`config.mk`:
```
export PLATFORM = sky130hd
export DESIGN_NAME = axi_burst_master_flat
export DESIGN_NICKNAME = d
export VERILOG_FILES = /design/src/rtl/axi_pkg.sv /design/src/rtl/axi_burst_master_if.sv /design/src/rtl/axi_burst_master.sv /design/src/flat_wrapper.sv
export SDC_FILE = /design/constraint.sdc
export NUM_CORES = 1
export LEC_CHECK = 0
export BUFFER_PORTS_ARGS = -buffer_cell sky130_fd_sc_hd__buf_4
export CAP_MARGIN = 15
export CORE_AREA = 2 2 85 87
export CTS_CLUSTER_DIAMETER = 50
export CTS_CLUSTER_SIZE = 8
export DETAILED_ROUTE_END_ITERATION = 10
export DIE_AREA = 0 0 87 89
export PLACE_DENSITY = 0.77
export SKIP_CTS_REPAIR_TIMING = 1
export SYNTH_ARGS = -nofsm -noshare
export SYNTH_HDL_FRONTEND = slang
export SYNTH_SLANG_ARGS = --single-unit
export TNS_END_PERCENT = 5
```
`constraint.sdc`:
```
create_clock -name clk -period 2.45 [get_ports clk]
set_clock_uncertainty 0.2 [all_clocks]
set_input_delay 0.245 -clock clk [delete_from_list [all_inputs] [get_ports clk]]
set_output_delay 0.245 -clock clk [all_outputs]
set_load 0.005 [all_outputs]
```
`src/rtl/axi_pkg.sv`:
```
// Shared AXI constants, FSM state encoding and the beat-size helper
// used by the burst master.
package axi_pkg;

  localparam logic [1:0] BURST_INCR = 2'b01;
  localparam logic [1:0] RESP_OKAY  = 2'b00;

  typedef enum logic [2:0] {
    S_IDLE  = 3'd0,
    S_WADDR = 3'd1,
    S_WDATA = 3'd2,
    S_WRESP = 3'd3,
    S_RADDR = 3'd4,
    S_RDATA = 3'd5
  } state_t;

  function automatic logic [2:0] axi_size(input int strb_width);
    logic [2:0] s;
    s = 3'd0;
    for (int i = 1; i < 8; i++)
      if ((1 << i) <= strb_width) s = 3'(i);
    return s;
  endfunction

endpackage

```
`src/rtl/axi_burst_master_if.sv`:
```
// AXI4 bus bundle between the burst master and the RAM slave.
// Only the channels and fields the burst master drives are carried.
interface axi_burst_master_if #(
    parameter int DATA_WIDTH = 32,
    parameter int ADDR_WIDTH = 8,
    parameter int STRB_WIDTH = DATA_WIDTH / 8
) ();

  logic [ADDR_WIDTH-1:0] m_awaddr;
  logic [7:0]            m_awlen;
  logic [2:0]            m_awsize;
  logic [1:0]            m_awburst;
  logic                  m_awvalid;
  logic                  m_awready;

  logic [DATA_WIDTH-1:0] m_wdata;
  logic [STRB_WIDTH-1:0] m_wstrb;
  logic                  m_wlast;
  logic                  m_wvalid;
  logic                  m_wready;

  logic [1:0]            m_bresp;
  logic                  m_bvalid;
  logic                  m_bready;

  logic [ADDR_WIDTH-1:0] m_araddr;
  logic [7:0]            m_arlen;
  logic [2:0]            m_arsize;
  logic [1:0]            m_arburst;
  logic                  m_arvalid;
  logic                  m_arready;

  logic [DATA_WIDTH-1:0] m_rdata;
  logic [1:0]            m_rresp;
  logic                  m_rlast;
  logic                  m_rvalid;
  logic                  m_rready;

  modport master (
    output m_awaddr, m_awlen, m_awsize, m_awburst, m_awvalid,
    input  m_awready,
    output m_wdata, m_wstrb, m_wlast, m_wvalid,
    input  m_wready,
    input  m_bresp, m_bvalid,
    output m_bready,
    output m_araddr, m_arlen, m_arsize, m_arburst, m_arvalid,
    input  m_arready,
    input  m_rdata, m_rresp, m_rlast, m_rvalid,
    output m_rready
  );

  modport slave (
    input  m_awaddr, m_awlen, m_awsize, m_awburst, m_awvalid,
    output m_awready,
    input  m_wdata, m_wstrb, m_wlast, m_wvalid,
    output m_wready,
    output m_bresp, m_bvalid,
    input  m_bready,
    input  m_araddr, m_arlen, m_arsize, m_arburst, m_arvalid,
    output m_arready,
    output m_rdata, m_rresp, m_rlast, m_rvalid,
    input  m_rready
  );

endinterface

```
`src/rtl/axi_burst_master.sv`:
```
// Turns single write/read commands into one AXI4 INCR burst each,
// streaming W beats in and R beats out without local buffering.
module axi_burst_master
  import axi_pkg::*;
#(
    parameter int DATA_WIDTH = 32,
    parameter int ADDR_WIDTH = 8,
    parameter int STRB_WIDTH = DATA_WIDTH / 8
) (
    input  logic                  clk,
    input  logic                  Reset,

    input  logic                  cmd_valid,
    output logic                  cmd_ready,
    input  logic                  cmd_write,
    input  logic [ADDR_WIDTH-1:0] cmd_addr,
    input  logic [7:0]            cmd_len,

    input  logic [DATA_WIDTH-1:0] wr_data,
    input  logic                  wr_valid,
    output logic                  wr_ready,

    output logic [DATA_WIDTH-1:0] rd_data,
    output logic                  rd_last,
    output logic                  rd_valid,
    input  logic                  rd_ready,

    output logic                  done,
    output logic                  err,

    axi_burst_master_if.master    m
);

  localparam logic [2:0] AXI_SIZE = axi_size(STRB_WIDTH);

  state_t                state_q;
  state_t                state_d;
  logic                  alive_q;
  logic [ADDR_WIDTH-1:0] addr_q;
  logic [7:0]            len_q;
  logic [7:0]            beat_cnt;
  logic                  err_acc;
  logic                  awvalid_q;
  logic                  arvalid_q;
  logic                  bready_q;

  logic cmd_hs;
  logic aw_hs;
  logic ar_hs;
  logic w_hs;
  logic b_hs;
  logic r_hs;
  logic at_last;
  logic r_bad;

  assign cmd_ready = alive_q && (state_q == S_IDLE);
  assign cmd_hs    = cmd_valid && cmd_ready;
  assign aw_hs     = awvalid_q && m.m_awready;
  assign ar_hs     = arvalid_q && m.m_arready;
  assign w_hs      = (state_q == S_WDATA) && wr_valid && m.m_wready;
  assign b_hs      = bready_q && m.m_bvalid;
  assign r_hs      = (state_q == S_RDATA) && m.m_rvalid && rd_ready;
  assign at_last   = (beat_cnt == len_q);
  assign r_bad     = (m.m_rresp != RESP_OKAY) || (m.m_rlast && !at_last);

  assign m.m_awaddr  = addr_q;
  assign m.m_awlen   = len_q;
  assign m.m_awsize  = AXI_SIZE;
  assign m.m_awburst = BURST_INCR;
  assign m.m_awvalid = awvalid_q;

  assign m.m_araddr  = addr_q;
  assign m.m_arlen   = len_q;
  assign m.m_arsize  = AXI_SIZE;
  assign m.m_arburst = BURST_INCR;
  assign m.m_arvalid = arvalid_q;

  // W and R are pure passthroughs gated by the owning state.
  assign m.m_wdata  = wr_data;
  assign m.m_wstrb  = '1;
  assign m.m_wvalid = (state_q == S_WDATA) && wr_valid;
  assign m.m_wlast  = (state_q == S_WDATA) && at_last;
  assign wr_ready   = (state_q == S_WDATA) && m.m_wready;
  assign m.m_bready = bready_q;

  assign rd_data    = m.m_rdata;
  assign rd_valid   = (state_q == S_RDATA) && m.m_rvalid;
  assign rd_last    = (state_q == S_RDATA) && m.m_rlast;
  assign m.m_rready = (state_q == S_RDATA) && rd_ready;

  always_comb begin
    state_d = state_q;
    unique case (state_q)
      S_IDLE:  if (cmd_hs) state_d = cmd_write ? S_WADDR : S_RADDR;
      S_WADDR: if (aw_hs) state_d = S_WDATA;
      S_WDATA: if (w_hs && at_last) state_d = S_WRESP;
      S_WRESP: if (b_hs) state_d = S_IDLE;
      S_RADDR: if (ar_hs) state_d = S_RDATA;
      S_RDATA: if (r_hs && m.m_rlast) state_d = S_IDLE;
      default: state_d = S_IDLE;
    endcase
  end

  always_ff @(posedge clk or posedge Reset) begin
    if (Reset) begin
      state_q   <= S_IDLE;
      alive_q   <= 1'b0;
      addr_q    <= '0;
      len_q     <= '0;
      beat_cnt  <= '0;
      err_acc   <= 1'b0;
      awvalid_q <= 1'b0;
      arvalid_q <= 1'b0;
      bready_q  <= 1'b0;
      done      <= 1'b0;
      err       <= 1'b0;
    end else begin
      state_q <= state_d;
      alive_q <= 1'b1;
      done    <= 1'b0;
      err     <= 1'b0;
      if (cmd_hs) begin
        addr_q    <= cmd_addr;
        len_q     <= cmd_len;
        beat_cnt  <= '0;
        err_acc   <= 1'b0;
        awvalid_q <= cmd_write;
        arvalid_q <= !cmd_write;
      end
      if (aw_hs) awvalid_q <= 1'b0;
      if (ar_hs) arvalid_q <= 1'b0;
      if (w_hs) begin
        beat_cnt <= beat_cnt + 8'd1;
        if (at_last) bready_q <= 1'b1;
      end
      if (b_hs) begin
        bready_q <= 1'b0;
        done     <= 1'b1;
        err      <= err_acc || (m.m_bresp != RESP_OKAY);
      end
      // Overlong bursts keep streaming; the count mismatch is flagged at rlast.
      if (r_hs) begin
        beat_cnt <= beat_cnt + 8'd1;
        err_acc  <= err_acc || r_bad;
        if (m.m_rlast) begin
          done <= 1'b1;
          err  <= err_acc || r_bad;
        end
      end
    end
  end

endmodule
```
`src/flat_wrapper.sv`:
```
// flat-port wrapper written by rule: the top's interface ports become plain ports
module axi_burst_master_flat import axi_pkg::*;
#(
    parameter int DATA_WIDTH = 32,
    parameter int ADDR_WIDTH = 8,
    parameter int STRB_WIDTH = DATA_WIDTH / 8
)
  (clk, Reset, cmd_valid, cmd_ready, cmd_write, cmd_addr, cmd_len, wr_data, wr_valid, wr_ready, rd_data, rd_last, rd_valid, rd_ready, done, err, m_m_awaddr, m_m_awlen, m_m_awsize, m_m_awburst, m_m_awvalid, m_m_awready, m_m_wdata, m_m_wstrb, m_m_wlast, m_m_wvalid, m_m_wready, m_m_bresp, m_m_bvalid, m_m_bready, m_m_araddr, m_m_arlen, m_m_arsize, m_m_arburst, m_m_arvalid, m_m_arready, m_m_rdata, m_m_rresp, m_m_rlast, m_m_rvalid, m_m_rready);
  axi_burst_master_if #(.DATA_WIDTH(DATA_WIDTH), .ADDR_WIDTH(ADDR_WIDTH), .STRB_WIDTH(STRB_WIDTH)) m_i ();
  input  logic clk;
  input  logic Reset;
  input  logic cmd_valid;
  output logic cmd_ready;
  input  logic cmd_write;
  input  logic [ADDR_WIDTH-1:0] cmd_addr;
  input  logic [7:0] cmd_len;
  input  logic [DATA_WIDTH-1:0] wr_data;
  input  logic wr_valid;
  output logic wr_ready;
  output logic [DATA_WIDTH-1:0] rd_data;
  output logic rd_last;
  output logic rd_valid;
  input  logic rd_ready;
  output logic done;
  output logic err;
  output wire logic [$bits(m_i.m_awaddr)-1:0] m_m_awaddr;
  output wire logic [$bits(m_i.m_awlen)-1:0] m_m_awlen;
  output wire logic [$bits(m_i.m_awsize)-1:0] m_m_awsize;
  output wire logic [$bits(m_i.m_awburst)-1:0] m_m_awburst;
  output wire logic [$bits(m_i.m_awvalid)-1:0] m_m_awvalid;
  input wire logic [$bits(m_i.m_awready)-1:0] m_m_awready;
  output wire logic [$bits(m_i.m_wdata)-1:0] m_m_wdata;
  output wire logic [$bits(m_i.m_wstrb)-1:0] m_m_wstrb;
  output wire logic [$bits(m_i.m_wlast)-1:0] m_m_wlast;
  output wire logic [$bits(m_i.m_wvalid)-1:0] m_m_wvalid;
  input wire logic [$bits(m_i.m_wready)-1:0] m_m_wready;
  input wire logic [$bits(m_i.m_bresp)-1:0] m_m_bresp;
  input wire logic [$bits(m_i.m_bvalid)-1:0] m_m_bvalid;
  output wire logic [$bits(m_i.m_bready)-1:0] m_m_bready;
  output wire logic [$bits(m_i.m_araddr)-1:0] m_m_araddr;
  output wire logic [$bits(m_i.m_arlen)-1:0] m_m_arlen;
  output wire logic [$bits(m_i.m_arsize)-1:0] m_m_arsize;
  output wire logic [$bits(m_i.m_arburst)-1:0] m_m_arburst;
  output wire logic [$bits(m_i.m_arvalid)-1:0] m_m_arvalid;
  input wire logic [$bits(m_i.m_arready)-1:0] m_m_arready;
  input wire logic [$bits(m_i.m_rdata)-1:0] m_m_rdata;
  input wire logic [$bits(m_i.m_rresp)-1:0] m_m_rresp;
  input wire logic [$bits(m_i.m_rlast)-1:0] m_m_rlast;
  input wire logic [$bits(m_i.m_rvalid)-1:0] m_m_rvalid;
  output wire logic [$bits(m_i.m_rready)-1:0] m_m_rready;
  assign m_m_awaddr = m_i.m_awaddr;
  assign m_m_awlen = m_i.m_awlen;
  assign m_m_awsize = m_i.m_awsize;
  assign m_m_awburst = m_i.m_awburst;
  assign m_m_awvalid = m_i.m_awvalid;
  assign m_i.m_awready = m_m_awready;
  assign m_m_wdata = m_i.m_wdata;
  assign m_m_wstrb = m_i.m_wstrb;
  assign m_m_wlast = m_i.m_wlast;
  assign m_m_wvalid = m_i.m_wvalid;
  assign m_i.m_wready = m_m_wready;
  assign m_i.m_bresp = m_m_bresp;
  assign m_i.m_bvalid = m_m_bvalid;
  assign m_m_bready = m_i.m_bready;
  assign m_m_araddr = m_i.m_araddr;
  assign m_m_arlen = m_i.m_arlen;
  assign m_m_arsize = m_i.m_arsize;
  assign m_m_arburst = m_i.m_arburst;
  assign m_m_arvalid = m_i.m_arvalid;
  assign m_i.m_arready = m_m_arready;
  assign m_i.m_rdata = m_m_rdata;
  assign m_i.m_rresp = m_m_rresp;
  assign m_i.m_rlast = m_m_rlast;
  assign m_i.m_rvalid = m_m_rvalid;
  assign m_m_rready = m_i.m_rready;
  axi_burst_master #(.DATA_WIDTH(DATA_WIDTH), .ADDR_WIDTH(ADDR_WIDTH), .STRB_WIDTH(STRB_WIDTH)) u_core (.clk(clk), .Reset(Reset), .cmd_valid(cmd_valid), .cmd_ready(cmd_ready), .cmd_write(cmd_write), .cmd_addr(cmd_addr), .cmd_len(cmd_len), .wr_data(wr_data), .wr_valid(wr_valid), .wr_ready(wr_ready), .rd_data(rd_data), .rd_last(rd_last), .rd_valid(rd_valid), .rd_ready(rd_ready), .done(done), .err(err), .m(m_i));
endmodule
```
==> flow_summary_export.csv <==
group,metric,value,unit
grt,gr-usage-all-layers,13.4,%
yosys,synth_seq_cells,34,
grt,grt_pass1_wl,7.84,mm
drt,vias_per_cell,4.78,
setup_path,cpPeakStageDelay,0.46,ns
sta,hold_viol_final,0,
sta,rsz0062_at_grt,"no",
sta,setup_tns,0,ns
floorplanning,rows,30,
grt,grt_pass1_vias,1604,
finish,antennaDiodeCount,0,
sta,slew_viol_final,0,
grt,grt_max_degree,35,
drt,route.detailed.drc,0,
power_and_ir_drop,ir_drop,0.430,mV
drt,final_antenna_net_count,0,
clocking,cts.path.max_buffers,2,
power_and_ir_drop,p_per_area,868,mW/mm²
setup_path,critPathKind,"flip-flop to output pin",
clocking,htree_num_levels,2,
drt,firstDrtPassIters,4,
clocking,path_clk_slew,0.07,ns
setup_path,crit_arrival,1.60,ns
drt,wl_per_cell,14.5,µm
hold_path,hold_class,"input port to flip-flop",
grt,grt.overflow.total,0,
place,gp_congestion,0.825,
clocking,numCtsBuffers,5,
setup_path,required,2.01,ns
finish,nNetsFinal,393,
setup_path,end_kind,"output pin",
yosys,synthArstFlopShare,100,%
sta,fmax,488,MHz
setup_path,path_buf_inv,1,
floorplanning,design.core.area,0.00672,mm²
flow_run,cap_violations,0,
yosys,synth_area,0.00239,mm²
status,outcome,"completed",
finish,syn2layout_area_growth,11.6,%
setup_path,worstSetupStartpointType,"flip-flop",
drt,wl,5.48,mm
place,dp_hpwl,4.03,mm
sta,min_period_over_period,83.6,%
floorplanning,floorplan.die_area,0.00774,mm²
setup_path,cpLargestDelayFamily,"simple AND/OR/NAND/NOR gates",
grt,antenna_found_initial,0,
floorplanning,initial_core_util,35.6,%
floorplanning,io_pins,218,
finish,drive_gt1_share,30.3,%
finish,fin_cells,377,
yosys,ys_seq_area_share,35.6,%
clocking,root_buffer,"clkbuf_8",
clocking,cts_tree,"yes",
finish,fillers,685,
setup_path,r2r_setup_slack,0.51,ns
sta,finalSetupViolations,0,
place,portBuffers,75,
clocking,cts.sinks,34,
place,numPlacedInstances,350,
floorplanning,fp.dieW,87,µm
drt,vias,1801,
finish,final_design_area_no_fill,0.00267,mm²
yosys,syn-mean-instance-area,8.57,µm²
yosys,synthFlopType,"dfrtp_1",
setup_path,critPathSlowestCell,"dfrtp_1",
setup_path,crit_chain,"xnor2_1 > nand4_1 > nor2_1 > and2_1 > buf_4",
place,dpl_cell_area,0.00239,mm²
yosys,synth_cell_types,38,
drt,drt_iter0_drc,86,
power_and_ir_drop,p_leak,1.36,nW
clocking,clkLatencyLatePin,0.29,ns
yosys,synth_edf_count,0,
setup_path,cp_max_fo,6,
yosys,ys_warn_count,0,
yosys,syn_inst,279,
sta,min_period,2.05,ns
finish,fin_util,39.7,%
floorplanning,dieHeight,89,µm
-- cells by family after synthesis --
group | after synthesis | share of synthesized area, %
AO/OA/AOI/OAI | 23 | 6.96
XOR/XNOR | 8 | 2.93
adder cells (fa/ha/maj) | 1 | 0.523
buffers and inverters | 103 | 31.4
flip-flops | 34 | 35.6
multiplexers | 6 | 2.56
other | 2 | 0.314
AND/OR/NAND/NOR | 102 | 19.7
-- state kept, by name, indices dropped and copies added, names as in the netlist, 3 cells and up --
signal and cells:
u_core.m.m_araddr 8, u_core.state_q 3, u_core.m.m_arlen 8, u_core.beat_cnt 8
-- area by class of cell --
cell class	instances	area [µm²]	area share [%]
clock inverters	1	5.00	0.188
well taps	80	100	3.75
flip-flops and latches	34	851	31.9
multi-input cells	155	838	31.4
clock buffers	7	86.3	3.24
repair buffers	97	776	29.1
inverters	3	11.3	0.422
-- worst reg2reg max path, cell delays in order (launching register included) --
cell	delay, ns
dfrtp_1	0.49
nor3b_2	0.35
a32o_2	0.33
nor2_1	0.11
a221o_1	0.35
-- routing by layer --
layer / GRT usage (%) / vias up / share of wire, % / wire [µm]
li1: - / 831 / - / -
met1: 14.2 / 848 / 35 / 1930
met2: 22.5 / 104 / 51 / 2780
met3: 4.99 / 18 / 11 / 599
met4: 8.24 / 0 / 3.0 / 164
met5: 0 / - / 0 / 0
-- where the power goes --
part           internal (W)  switching, W  total [W]
clock              0.000227      0.000208   0.000434
sequential         0.000738      0.000220   0.000958
combinational      0.000557      0.000365   0.000922
-- Yosys cell counts (all sizes together) (3+ instances only) --
| cell | instances | area share [%] |
|---|---|---|
| and2 | 8 | 2.1 |
| nand2 | 63 | 9.9 |
| buf | 98 | 31 |
| xnor2 | 8 | 2.9 |
| nor3b | 3 | 1.4 |
| nor2 | 6 | 0.94 |
| mux2i | 5 | 2.1 |
| nand4 | 4 | 1.0 |
| nor2b | 3 | 0.79 |
| and3 | 3 | 0.79 |
| nand3 | 9 | 1.9 |
| dfrtp | 34 | 36 |
| inv | 3 | 0.47 |
| a21oi | 6 | 1.3 |
-- worst paths after layout --
check	cells past startpoint	end	start
max in group asynchronous	4	u_core.m.m_arvalid	Reset
setup reg to reg	4	u_core.beat_cnt[5]	u_core.state_q[2]
setup / recovery	5	m_m_wlast	u_core.beat_cnt[4]
hold reg to reg	1	u_core.beat_cnt[7]	u_core.beat_cnt[7]
min in group asynchronous	4	u_core.m.m_araddr[3]	Reset
hold / removal	3	u_core.m.m_arvalid	m_m_arready
-- cell usage in the layout, fill, tap and decap left out, types with 2 or more instances in the layout --
master,synthesis,routed
clkbuf_8,0,6
xnor2_1,8,8
nor3_1,2,2
o21ai_0,2,2
nand3_1,9,9
a21oi_1,6,6
a22oi_1,2,2
buf_4,94,78
inv_1,3,3
nand4_1,4,4
mux2i_1,5,5
nor2_1,6,6
nand2_1,63,63
and3_1,3,3
and2_1,8,8
nor3b_2,2,2
dlygate4sd3_1,0,19
nor2b_1,3,3
conb_1,2,15
dfrtp_1,34,34
-- metrics by stage --
step	hold slack (ns)	total power (W)	setup slack, ns
after global placement	0.190	0.00184	0.593
after floorplan	0.132	0.00157	0.655
after detailed placement	0.186	0.00187	0.517
after CTS	-0.128	0.00232	0.383
final	0.0527	0.00231	0.403
after global routing	0.0553	0.00248	0.283
(Power assumes the default switching activity.)
